--- config.mk ---
export PLATFORM = sky130hd
export DESIGN_NAME = cic_interpolator
export DESIGN_NICKNAME = d
export VERILOG_FILES = /design/src/rtl/cic_pkg.sv /design/src/rtl/cic_interpolator_upsampler.sv /design/src/rtl/cic_interpolator.sv
export SDC_FILE = /design/constraint.sdc
export NUM_CORES = 1
export LEC_CHECK = 0
export ABC_AREA = 1
export CAP_MARGIN = 40
export CORE_UTILIZATION = 55
export CTS_BUF_LIST = sky130_fd_sc_hd__clkbuf_2 sky130_fd_sc_hd__clkbuf_4 sky130_fd_sc_hd__clkbuf_8
export CTS_CLUSTER_SIZE = 16
export DETAILED_ROUTE_END_ITERATION = 10
export DONT_BUFFER_PORTS = 1
export GPL_ROUTABILITY_DRIVEN = 0
export HOLD_SLACK_MARGIN = 0.06
export PLACE_DENSITY = 0.7
export REMOVE_ABC_BUFFERS = 1
export SYNTH_ARGS = -nofsm -noshare
export SYNTH_HDL_FRONTEND = slang
export SYNTH_SLANG_ARGS = --single-unit
--- constraint.sdc ---
create_clock -name i_clk -period 7.5 [get_ports i_clk]
set_input_delay 1.5 -clock i_clk [delete_from_list [all_inputs] [get_ports i_clk]]
set_output_delay 1.5 -clock i_clk [all_outputs]
set_load 0.05 [all_outputs]
--- src/rtl/cic_pkg.sv ---
// cic_pkg: arithmetic helpers shared by the CIC interpolation and decimation
// chains (gain growth and the minimum datapath width that avoids overflow).
package cic_pkg;

  // Bits of growth for the DC gain (M*D)^N / M, rounded up.
  function automatic int cic_gain_bits(input int m, input int n, input int d);
    longint gain;
    gain = 1;
    for (int k = 0; k < n; k++) begin
      gain = gain * longint'(m * d);
    end
    gain = gain / longint'(m);
    return $clog2(gain);
  endfunction

  // Lower bound on OW for a full-scale IW-bit input to come out unwrapped.
  function automatic int cic_min_ow(input int iw, input int m, input int n, input int d);
    return iw + cic_gain_bits(m, n, d);
  endfunction

endpackage

--- src/rtl/cic_interpolator_upsampler.sv ---
// cic_interpolator_upsampler: zero-stuffing stage of the CIC interpolator.
// Holds the latest comb output, runs the M-phase counter that produces one
// tick per output sample, and flags when a new input sample would be dropped.
module cic_interpolator_upsampler
  import cic_pkg::*;
#(
  parameter int OW = 16,
  parameter int M  = 5
) (
  input  logic          clk,
  input  logic          rst_n,
  input  logic          strobe,
  input  logic [OW-1:0] sample,
  output logic          accept,
  output logic          tick,
  output logic [OW-1:0] stuff,
  output logic          busy
);

  localparam int PW = $clog2(M + 1);
  localparam logic [PW-1:0] P_ONE  = PW'(1);
  localparam logic [PW-1:0] P_LAST = PW'(M);

  logic [PW-1:0] phase;
  logic [OW-1:0] hold;

  // A sample may enter when idle or on the last phase of the current burst,
  // which lets back-to-back samples spaced exactly M cycles stream gaplessly.
  assign busy   = (phase != '0) && (phase != P_LAST);
  assign accept = strobe && !busy;
  assign tick   = (phase != '0);
  assign stuff  = (phase == P_ONE) ? hold : '0;

  // Phase counter and hold register: load on accept, count 1..M, then idle.
  always_ff @(posedge clk or negedge rst_n) begin
    if (!rst_n) begin
      phase <= '0;
      hold  <= '0;
    end else if (accept) begin
      // NOTE: sequential state always uses <= so every register samples the
      // pre-edge values, independent of statement order.
      phase <= P_ONE;
      hold  <= sample;
    end else if (phase == P_LAST) begin
      phase <= '0;
    end else if (tick) begin
      phase <= phase + P_ONE;
    end
  end

endmodule

--- src/rtl/cic_interpolator.sv ---
// cic_interpolator: N-stage CIC interpolator by factor M with comb delay D.
// Low-rate combs run on accepted samples, the upsampler zero-stuffs, and
// N pipelined integrators run at full rate on ticks.
// Optional build macro CIC_INTERP_OVERRUN_EN adds a sticky o_overrun output
// that records any input sample dropped while the upsampler was busy.
module cic_interpolator
  import cic_pkg::*;
#(
  parameter int IW = 2,
  parameter int OW = 16,
  parameter int M  = 5,
  parameter int N  = 3,
  parameter int D  = 1
) (
  input  logic          i_clk,
  input  logic          i_reset,
  input  logic [IW-1:0] i_data,
  input  logic          i_ready,
  output logic [OW-1:0] o_data,
  output logic          o_ready,
`ifdef CIC_INTERP_OVERRUN_EN
  output logic          o_overrun,
`endif
  output logic          o_busy
);

  logic [OW-1:0] sext;
  logic          accept;
  logic          tick;
  logic [OW-1:0] stuff;
  logic [OW-1:0] comb_out;

  assign sext = {{(OW - IW){i_data[IW-1]}}, i_data};

  // Comb chain: each stage subtracts its input delayed by D accepted samples.
  for (genvar k = 0; k < N; k++) begin : g_comb
    logic [OW-1:0] din;
    logic [OW-1:0] dout;
    logic [OW-1:0] dly [D];

    if (k == 0) begin : g_first
      assign din = sext;
    end else begin : g_next
      assign din = g_comb[k-1].dout;
    end

    assign dout = din - dly[D-1];

    // Delay line advances only when a sample is accepted.
    always_ff @(posedge i_clk or negedge i_reset) begin
      if (!i_reset) begin
        // NOTE: this small delay line is reset element by element because the
        // comb history must be clean after reset; large storage arrays would
        // normally be left unreset.
        for (int j = 0; j < D; j++) begin
          dly[j] <= '0;
        end
      end else if (accept) begin
        dly[0] <= din;
        for (int j = 1; j < D; j++) begin
          dly[j] <= dly[j-1];
        end
      end
    end
  end

  assign comb_out = g_comb[N-1].dout;

  cic_interpolator_upsampler #(
    .OW (OW),
    .M  (M)
  ) u_upsampler (
    .clk    (i_clk),
    .rst_n  (i_reset),
    .strobe (i_ready),
    .sample (comb_out),
    .accept (accept),
    .tick   (tick),
    .stuff  (stuff),
    .busy   (o_busy)
  );

  // Integrator chain: each stage adds the previous stage's old value on ticks.
  for (genvar k = 0; k < N; k++) begin : g_int
    logic [OW-1:0] din;
    logic [OW-1:0] acc;

    if (k == 0) begin : g_first
      assign din = stuff;
    end else begin : g_next
      assign din = g_int[k-1].acc;
    end

    // Accumulate on ticks; wrap modulo 2^OW is intended.
    always_ff @(posedge i_clk or negedge i_reset) begin
      if (!i_reset) begin
        acc <= '0;
      end else if (tick) begin
        acc <= acc + din;
      end
    end
  end

  assign o_data = g_int[N-1].acc;

  // Output strobe follows the tick that updated the last integrator.
  always_ff @(posedge i_clk or negedge i_reset) begin
    if (!i_reset) begin
      o_ready <= 1'b0;
    end else begin
      o_ready <= tick;
    end
  end

`ifdef CIC_INTERP_OVERRUN_EN
  logic dropped;
  assign dropped = i_ready && o_busy;

  // Sticky record of any sample dropped since reset.
  always_ff @(posedge i_clk or negedge i_reset) begin
    if (!i_reset) begin
      o_overrun <= 1'b0;
    end else if (dropped) begin
      o_overrun <= 1'b1;
    end
  end
`endif

endmodule
==> results.ini, run 1 <==
[cts]
clock_tree.root_cell = clkbuf_8
cts_max_level = 3
worst_setup_hold_path_clk_slew_ns = 0.08
ctsLongestPathBuffers = 2
cts_hold_repair.buffers = 0
cts_tree = built
post_cts_setup_buffers = 0
worstSkewPairLatency_ns = 0.39
cts.sinks = 83
cts-buffers-inserted = 9
post_cts.resized_instances = 0

[worst_setup_path]
worst_ep_arrival_time_ns = 4.99
worstPathMaxFanout = 12
r2r_cells = 16
worstSetupEndpointType = register
worst-path-stages = 17
crit_path_frequent_cell = nand2_1
family_with_the_most_delay_on_the_worst_path = adder cells
worstSetupStartpointType = input port
worst_ep_required_time_ns = 7.77
crit_slowest_cell = ha_1
crit_path_cell_trace = inv_1 > ha_1 > fa_1 > fa_1 > fa_1 > inv_1 > fa_1 > ha_1 > nand2_1 > inv_1 > nand3_1 > nand2_1 > nand2_1 > nand2_1 > nand2_1 > nand3_1 > nand2_1
worstSetupPathType = input port to register
critical-path-max-stage-delay_ns = 0.57
worstPathBufferInverterCount = 3

[logic_synthesis]
area_fraction_in_compound_gates_after_synthesis_pct = 6.15
synthesized_area_fraction_occupied_by_adder_cells_pct = 13.7
syn_inst = 1072
post_synth.cell_area_avg_um2 = 6.51
yosys_warnings = 0
synth.cell_area_um2 = 6980
synth_top_family_by_area = simple AND/OR/NAND/NOR gates
yosysUniqueCellTypes = 33
post_synth_xor_xnor_area_pct = 1.63
synth-seq-cells = 83
synth_sequential_area_ratio_pct = 29.8
yosys.area_share.simple_pct = 36.7
post_synth_mux_area_share_pct = 0

[sta]
final-max-slew-violation-count = 0
tightestPinTransition_ns = 0.561
timing_hold_violations_final = 0
tns_ns = 0
whs_ns = 0.484
min_period_over_period_pct = 62.9
post-route-min-period_ns = 4.72
setup-violations-final = 0
rsz_0062_raised_after_global_routing = false
fmaxAchievable_mhz = 212
max_slew_margin_pct = 62.6
final.setup_skew_ns = 0.0111

[run_status]
run_status = finished clean

[die]
floorplan.die.width_um = 115
floorplan.initialDensity_pct = 57.2
num_io_pins = 23
rows = 40
die_area_um2 = 13100
core_um2 = 12200
vertical_extent_of_the_die_um = 115

[global_route]
globalRoute.totalOverflow = 0
grt.total_usage_pct = 25.5
global_route_wire_length_before_repair_mm = 26.5
grt_pass1_vias = 6115
maximum_number_of_pins_on_one_net_before_global_route_repair = 84
antenna_found_initial = 0

[worst_hold_path]
hold_path.class = register to register
worst_hold_path.num_cells = 2

[route]
firstDrtPassIters = 6
post-route-drc-count = 0
top_layer = met4
routed_via_count_divided_by_cell_count = 5.00
route.antenna.remaining_nets = 0
met3RoutedLength_um = 409
postRouteWirelength_mm = 14.8
detailroute.via_count = 6196
detailedRoute.firstIterationViolations = 304
post_route_m1_wl_mm = 6.52
dr_wl_met2_mm = 7.48
routed_wire_length_per_instance_um = 12.0

[cells_and_area]
insertedDiodeCount = 0
post_route_cells_drive_above_1_share_pct = 3.93
fin_util_pct = 60.0
final_net_count = 1141
layout-area-overhead-vs-synth_pct = 4.91

[placement]
detailedPlacementHpwl_mm = 11.3
port-buffer-count = 0

[flow_run]
max-cap-violations = 0

[worst paths after layout]
| path | startpoint | to | slack (ns) |
|---|---|---|---|
| worst max-delay path | i_data[0] | u_upsampler.hold[14] | 2.78 |
| worst min-delay path | u_upsampler.hold[9] | u_upsampler.hold[9] | 0.48 |
| worst max register to register | g_comb[0].dly[0] | u_upsampler.hold[14] | 3.55 |
| worst min register to register | u_upsampler.hold[9] | u_upsampler.hold[9] | 0.48 |
| max in group asynchronous | i_reset | u_upsampler.hold[14] | 6.59 |
| min in group asynchronous | i_reset | o_data[1] | 0.79 |
[logic make-up (layout without fill, tap and decap cells)]
| group | count (synthesis) | in the layout |
|---|---|---|
| AO/OA/AOI/OAI | 84 | 84 |
| XOR/XNOR | 13 | 13 |
| adder cells (fa/ha/maj) | 70 | 70 |
| buffers and inverters | 211 | 209 |
| flip-flops | 83 | 83 |
| AND/OR/NAND/NOR | 611 | 611 |
[stage by stage]
step                setup slack [ns]  area, um2  instances
floorplan                       2.67       6860       1053
global placement                2.45       7070       1221
detailed placement              2.41       7110       1223
CTS                             2.81       7320       1238
global route                    2.54       7320       1238
finish                          2.78       7320       1238
[worst reg2reg max path, stage by stage (launching register included)]
cell and delay [ns]:
dfrtp_1 0.39, ha_1 0.19, fa_1 0.49, fa_1 0.45
fa_1 0.37, inv_1 0.08, fa_1 0.43, ha_1 0.57
nand2_1 0.20, inv_1 0.15, nand3_1 0.11, nand2_1 0.11
nand2_1 0.07, nand2_1 0.07, nand2_1 0.05, nand3_1 0.08
nand2_1 0.06
[cells in the mapped netlist]
library cell	n	share of area [%]
xor2_1	7	0.88
or2_2	6	0.54
and2_1	1	0.090
or2_1	4	0.36
a21oi_1	37	2.7
nand3b_1	10	1.1
nor2_2	3	0.27
nand3_2	1	0.14
clkbuf_2	1	0.072
nor3_2	1	0.14
nor3_1	9	0.65
buf_2	13	0.93
ha_1	59	11
or2_0	5	0.45
a21oi_2	1	0.13
nand3_1	85	6.1
buf_6	4	0.65
nand2_4	2	0.32
dfrtp_1	83	30
buf_4	1	0.11
o22ai_1	2	0.18
xnor2_1	6	0.75
o21ai_1	6	0.43
nand2_2	6	0.54
nor2_4	1	0.16
nor2_1	50	2.7
fa_1	11	3.2
inv_1	188	10
o21ai_0	37	2.7
inv_2	4	0.22
nand4_1	5	0.45
nand2_1	422	23
a22oi_1	1	0.11
[layout by cell type (no fill, tap or decap), drive strengths merged]
cell type and instances:
buf 2, xor2 7, a21oi 38, clkinvlp 1, nor3 10, nand4 5
dfrtp 83, nand3b 10, bufinv 2, clkbuf 11, inv 192, xnor2 6
nor2 54, nand3 86, o21ai 43, or2 15, nand2 430, a22oi 1
ha 59, fa 11, clkinv 1, o22ai 2, and2 1
[flip-flops by register name (all words and copies together) (netlist names)]
signal / cells
g_int.acc: 32
o_data: 16
u_upsampler.hold: 16
g_comb.dly: 15
u_upsampler.phase: 3
o_ready: 1
[cell type report]
class / instances / area, um2
clock buffers: 11 / 139
multi-input cells: 778 / 4060
inverters: 192 / 721
well taps: 168 / 210
flip-flops and latches: 83 / 2080
repair buffers: 2 / 40.0
clock inverters: 4 / 76.3
fillers: 1224 / 4890
[metal layers]
layer / track usage [%] / vias to the layer above
li1: - / 3293
met2: 47.5 / 95
met5: 0 / -
met1: 28.4 / 2775
met3: 4.66 / 33
met4: 10.7 / 0
Power of run 1 is left out: the tool's default activity adds up to more than one toggle a clock period on the data nets, which glitch-free logic cannot reach.
==> run 2: changes to the inputs <==
==> constraint.sdc (replaced) <==
create_clock -name i_clk -period 4.82 [get_ports i_clk]
set_input_delay 0.964 -clock i_clk [delete_from_list [all_inputs] [get_ports i_clk]]
set_output_delay 0.964 -clock i_clk [all_outputs]
set_load 0.05 [all_outputs]
==> results.ini, run 2 (synthesis gave the netlist of run 1 again) <==
[run_status]
run_status = finished clean

[route]
detailedRoute.firstIterationViolations = 300
routed_wire_length_per_instance_um = 12.0
firstDrtPassIters = 5
post-route-drc-count = 0
routed_via_count_divided_by_cell_count = 4.94
route.antenna.remaining_nets = 0
postRouteWirelength_mm = 14.9
detailroute.via_count = 6129

[cells_and_area]
register_area_um2 = 2080
design_area_um2 = 7310
fill_cells = 1203
post_route_cells_drive_above_1_share_pct = 4.10
most-common-layout-cells = 422 x nand2_1, 188 x inv_1, 85 x nand3_1
mostFrequentLayoutCell = nand2_1
final_net_count = 1142
register_with_the_highest_flop_count = g_int.acc
layout-area-overhead-vs-synth_pct = 4.79
largest_register_ff_count = 32
insertedDiodeCount = 0
multiInputGateArea_um2 = 4060

[sta]
final.setup_skew_ns = 0.00856
tns_ns = 0
timing_hold_violations_final = 0
tightestPinTransition_ns = 0.545
final-max-slew-violation-count = 0
setup-violations-final = 0
rsz_0062_raised_after_global_routing = false
max_slew_margin_pct = 63.7
fmaxAchievable_mhz = 247
post-route-min-period_ns = 4.04
min_period_over_period_pct = 83.9

[die]
floorplan.die.width_um = 115
num_io_pins = 23
die_area_um2 = 13100
core_um2 = 12200
vertical_extent_of_the_die_um = 115
floorplan.initialDensity_pct = 57.2
rows = 40

[cts]
post_cts_setup_buffers = 0
cts-buffers-inserted = 9
clock_tree.root_cell = clkbuf_8
worstSkewPairLatency_ns = 0.38
post_cts.resized_instances = 0
ctsLongestPathBuffers = 2
cts.sinks = 83
cts_tree = built
cts_hold_repair.buffers = 0
worst_setup_hold_path_clk_slew_ns = 0.09
cts_max_level = 3

[global_route]
global_route_wire_length_before_repair_mm = 25.5
antenna_found_initial = 0
maximum_number_of_pins_on_one_net_before_global_route_repair = 84
grt_pass1_vias = 5917
globalRoute.totalOverflow = 0
grt.total_usage_pct = 24.7

[placement]
port-buffer-count = 0
placed_area_um2 = 7120
detailedPlacementHpwl_mm = 11.2

[worst_setup_path]
crit_path_cell_trace = inv_1 > ha_1 > fa_1 > fa_1 > fa_1 > inv_1 > fa_1 > ha_1 > nand2_1 > inv_1 > nand3_1 > nand2_1 > nand2_1 > nand2_1 > nand2_1 > nand3_1 > nand2_1
worstSetupPathType = input port to register
crit_path_frequent_cell = nand2_1
worst_ep_required_time_ns = 5.09
worstPathBufferInverterCount = 3
worstSetupStartpointType = input port
worstSetupEndpointType = register
worstPathMaxFanout = 8
worst_ep_arrival_time_ns = 4.31
crit_slowest_cell = fa_1
critical-path-max-stage-delay_ns = 0.49
family_with_the_most_delay_on_the_worst_path = adder cells

[flow_run]
max-cap-violations = 0

[worst_hold_path]
hold_path.class = input port to async pin

==> run 2: cell count changes in the layout (fill, tap and decap cells not counted) <==
cell and delta:
bufinv_16 -1, buf_4 +1, clkbuf_4 -2, clkinvlp_4 -1, inv_6 +2, clkinv_4 +1, clkinv_2 +2
==> run 2: through the flow <==
stage | cells | setup slack [ns] | hold WS, ns | util [%]
floorplan | 1053 | 0.522 | 0.449 | -
global placement | 1222 | 0.438 | 0.464 | 57.9
detailed placement | 1224 | 0.395 | 0.468 | 58.3
CTS | 1240 | 0.807 | 0.239 | 59.9
global route | 1240 | 0.534 | 0.238 | 59.9
finish | 1240 | 0.777 | 0.261 | 59.9
==> run 2: area by class of cell <==
| cell class | instances | share of cell area (%) |
|---|---|---|
| inverter | 192 | 9.85 |
| timing repair buffer | 3 | 0.650 |
| clock buffer | 9 | 1.69 |
| multi-input combinational | 778 | 55.5 |
| tap | 168 | 2.87 |
| sequential | 83 | 28.4 |
| clock inverter | 7 | 1.03 |
==> run 2: final timing paths <==
check / start / end / slack, ns / cells past startpoint
hold / removal: i_reset / o_data[3] / 0.26 / 0
min in group i_clk: u_upsampler.hold[9] / u_upsampler.hold[9] / 0.49 / 2
setup reg to reg: g_comb[0].dly[0] / u_upsampler.hold[14] / 1.01 / 16
hold reg to reg: u_upsampler.hold[9] / u_upsampler.hold[9] / 0.49 / 2
setup / recovery: i_data[0] / u_upsampler.hold[14] / 0.78 / 17
max in group asynchronous: i_reset / g_comb[2].dly[11] / 4.45 / 0
==> run 2: per-layer routing <==
metal  share of wire (%)  routed length [um]  vias up  track usage (%)
met5                   0                   0        -                0
met2                  50                7460       85             46.9
met3                 2.2                 329       26             3.49
met1                  45                6700     2711             26.9
li1                    -                   -     3307                -
met4                 2.6                 388        0             11.3
Power of run 2 is left out for the same reason.
==> run 3: changes to the inputs <==
==> constraint.sdc (replaced) <==
create_clock -name i_clk -period 3.9 [get_ports i_clk]
set_input_delay 0.78 -clock i_clk [delete_from_list [all_inputs] [get_ports i_clk]]
set_output_delay 0.78 -clock i_clk [all_outputs]
set_load 0.05 [all_outputs]
==> results.ini, run 3 (synthesis gave the netlist of run 1 again) <==
[route]
detailroute.via_count = 6172
postRouteWirelength_mm = 15.0
route.antenna.remaining_nets = 0
routed_wire_length_per_instance_um = 12.0
detailedRoute.firstIterationViolations = 302
post-route-drc-count = 0
routed_via_count_divided_by_cell_count = 4.93
firstDrtPassIters = 4

[die]
floorplan.die.width_um = 115
num_io_pins = 23
rows = 40
floorplan.initialDensity_pct = 57.2
vertical_extent_of_the_die_um = 115
core_um2 = 12200
die_area_um2 = 13100

[cells_and_area]
mostFrequentLayoutCell = nand2_1
register_with_the_highest_flop_count = g_int.acc
layout-area-overhead-vs-synth_pct = 5.79
post_route_cells_drive_above_1_share_pct = 5.26
instances_no_fill = 1251
final_net_count = 1153
register_area_um2 = 2080
most-common-layout-cells = 422 x nand2_1, 188 x inv_1, 85 x nand3_1
multiInputGateArea_um2 = 4080
insertedDiodeCount = 0
largest_register_ff_count = 32
fill_cells = 1229

[cts]
cts_tree = built
cts_max_level = 3
clock_tree.root_cell = clkbuf_8
ctsLongestPathBuffers = 2
worst_setup_hold_path_clk_slew_ns = 0.08
post_cts_setup_buffers = 0
cts.sinks = 83
cts_hold_repair.buffers = 0
worstSkewPairLatency_ns = 0.38
post_cts.resized_instances = 0
cts-buffers-inserted = 9

[worst_setup_path]
worstSetupStartpointType = input port
worstPathMaxFanout = 5
critical-path-max-stage-delay_ns = 0.50
worstSetupEndpointType = register
family_with_the_most_delay_on_the_worst_path = adder cells
crit_path_frequent_cell = nand2_1
crit_slowest_cell = fa_1
worst_ep_arrival_time_ns = 3.92
worstSetupPathType = input port to register
worstPathBufferInverterCount = 3
worst_ep_required_time_ns = 4.16
crit_path_cell_trace = inv_1 > ha_1 > fa_1 > fa_2 > fa_1 > inv_1 > fa_1 > ha_4 > buf_4 > nand2_1 > nand2_1 > a21oi_2 > nand2_1 > nand2_1 > nand3_1 > nand3_1 > nand2_1

[sta]
tightestPinTransition_ns = 0.539
final-max-slew-violation-count = 0
timing_hold_violations_final = 0
setup-violations-final = 0
post-route-min-period_ns = 3.66
max_slew_margin_pct = 64.1
final.setup_skew_ns = 0.0104
min_period_over_period_pct = 93.8
fmaxAchievable_mhz = 273
tns_ns = 0
whs_ns = 0.0904

[run_status]
run_status = finished clean

[global_route]
maximum_number_of_pins_on_one_net_before_global_route_repair = 84
globalRoute.totalOverflow = 0
grt.total_usage_pct = 25.7
antenna_found_initial = 0
grt_pass1_vias = 6197
global_route_wire_length_before_repair_mm = 26.8

[placement]
port-buffer-count = 0
place.detailed.instances = 1235
detailedPlacementHpwl_mm = 11.4

[flow_run]
max-cap-violations = 0

[worst_hold_path]
hold_path.class = input port to async pin

-- run 3: cell types whose count changed in the layout (fill, tap and decap cells not counted) --
| cell | delta |
|---|---|
| buf_12 | -1 |
| buf_4 | +12 |
| bufinv_16 | -1 |
| clkbuf_4 | +3 |
| clkbuf_8 | +1 |
| clkinv_2 | -2 |
| clkinv_4 | -1 |
| clkinvlp_4 | +2 |
| fa_1 | -1 |
| fa_2 | +1 |
| ha_1 | -1 |
| ha_4 | +1 |
| inv_6 | -2 |
-- run 3: path summary, 6_finish.rpt --
kind                                 startpoint              endpoint  slack, ns  cells past startpoint
max                                   i_data[0]  u_upsampler.hold[15]       0.24                     17
min                                     i_reset             o_data[4]       0.09                      0
max reg2reg                    g_comb[0].dly[0]  u_upsampler.hold[15]       0.30                     16
min reg2reg                u_upsampler.hold[14]  u_upsampler.hold[14]       0.48                      2
max in group asynchronous               i_reset     g_comb[2].dly[11]       3.67                      0
min in group i_clk         u_upsampler.hold[14]  u_upsampler.hold[14]       0.48                      2
-- run 3: area by class of cell --
type                    count  share of cell area (%)
clock buffers              13                    2.17
clock inverters             3                   0.322
inverters                 192                    9.76
multi-input cells         778                    55.2
flip-flops and latches     83                    28.1
well taps                 168                    2.85
repair buffers             14                    1.59
-- run 3: metal layers --
layer | part of all wire (%) | global-route usage [%] | vias up
li1 | - | - | 3322
met1 | 45 | 28.7 | 2758
met2 | 51 | 48.8 | 67
met3 | 1.9 | 3.02 | 25
met4 | 2.4 | 11.3 | 0
met5 | 0 | 0 | -
-- run 3: through the flow --
| step | instance area, um2 | util, % | worst slack (ns) |
|---|---|---|---|
| 2_1_floorplan | 6860 | - | -0.214 |
| 3_3_place_gp | 7170 | 58.7 | -0.265 |
| 3_5_place_dp | 7190 | 58.8 | -0.302 |
| 4_1_cts | 7370 | 60.3 | 0.0998 |
| 5_1_grt | 7380 | 60.5 | -0.000322 |
| 6_report | 7380 | 60.5 | 0.243 |
Power of run 3 is left out for the same reason.
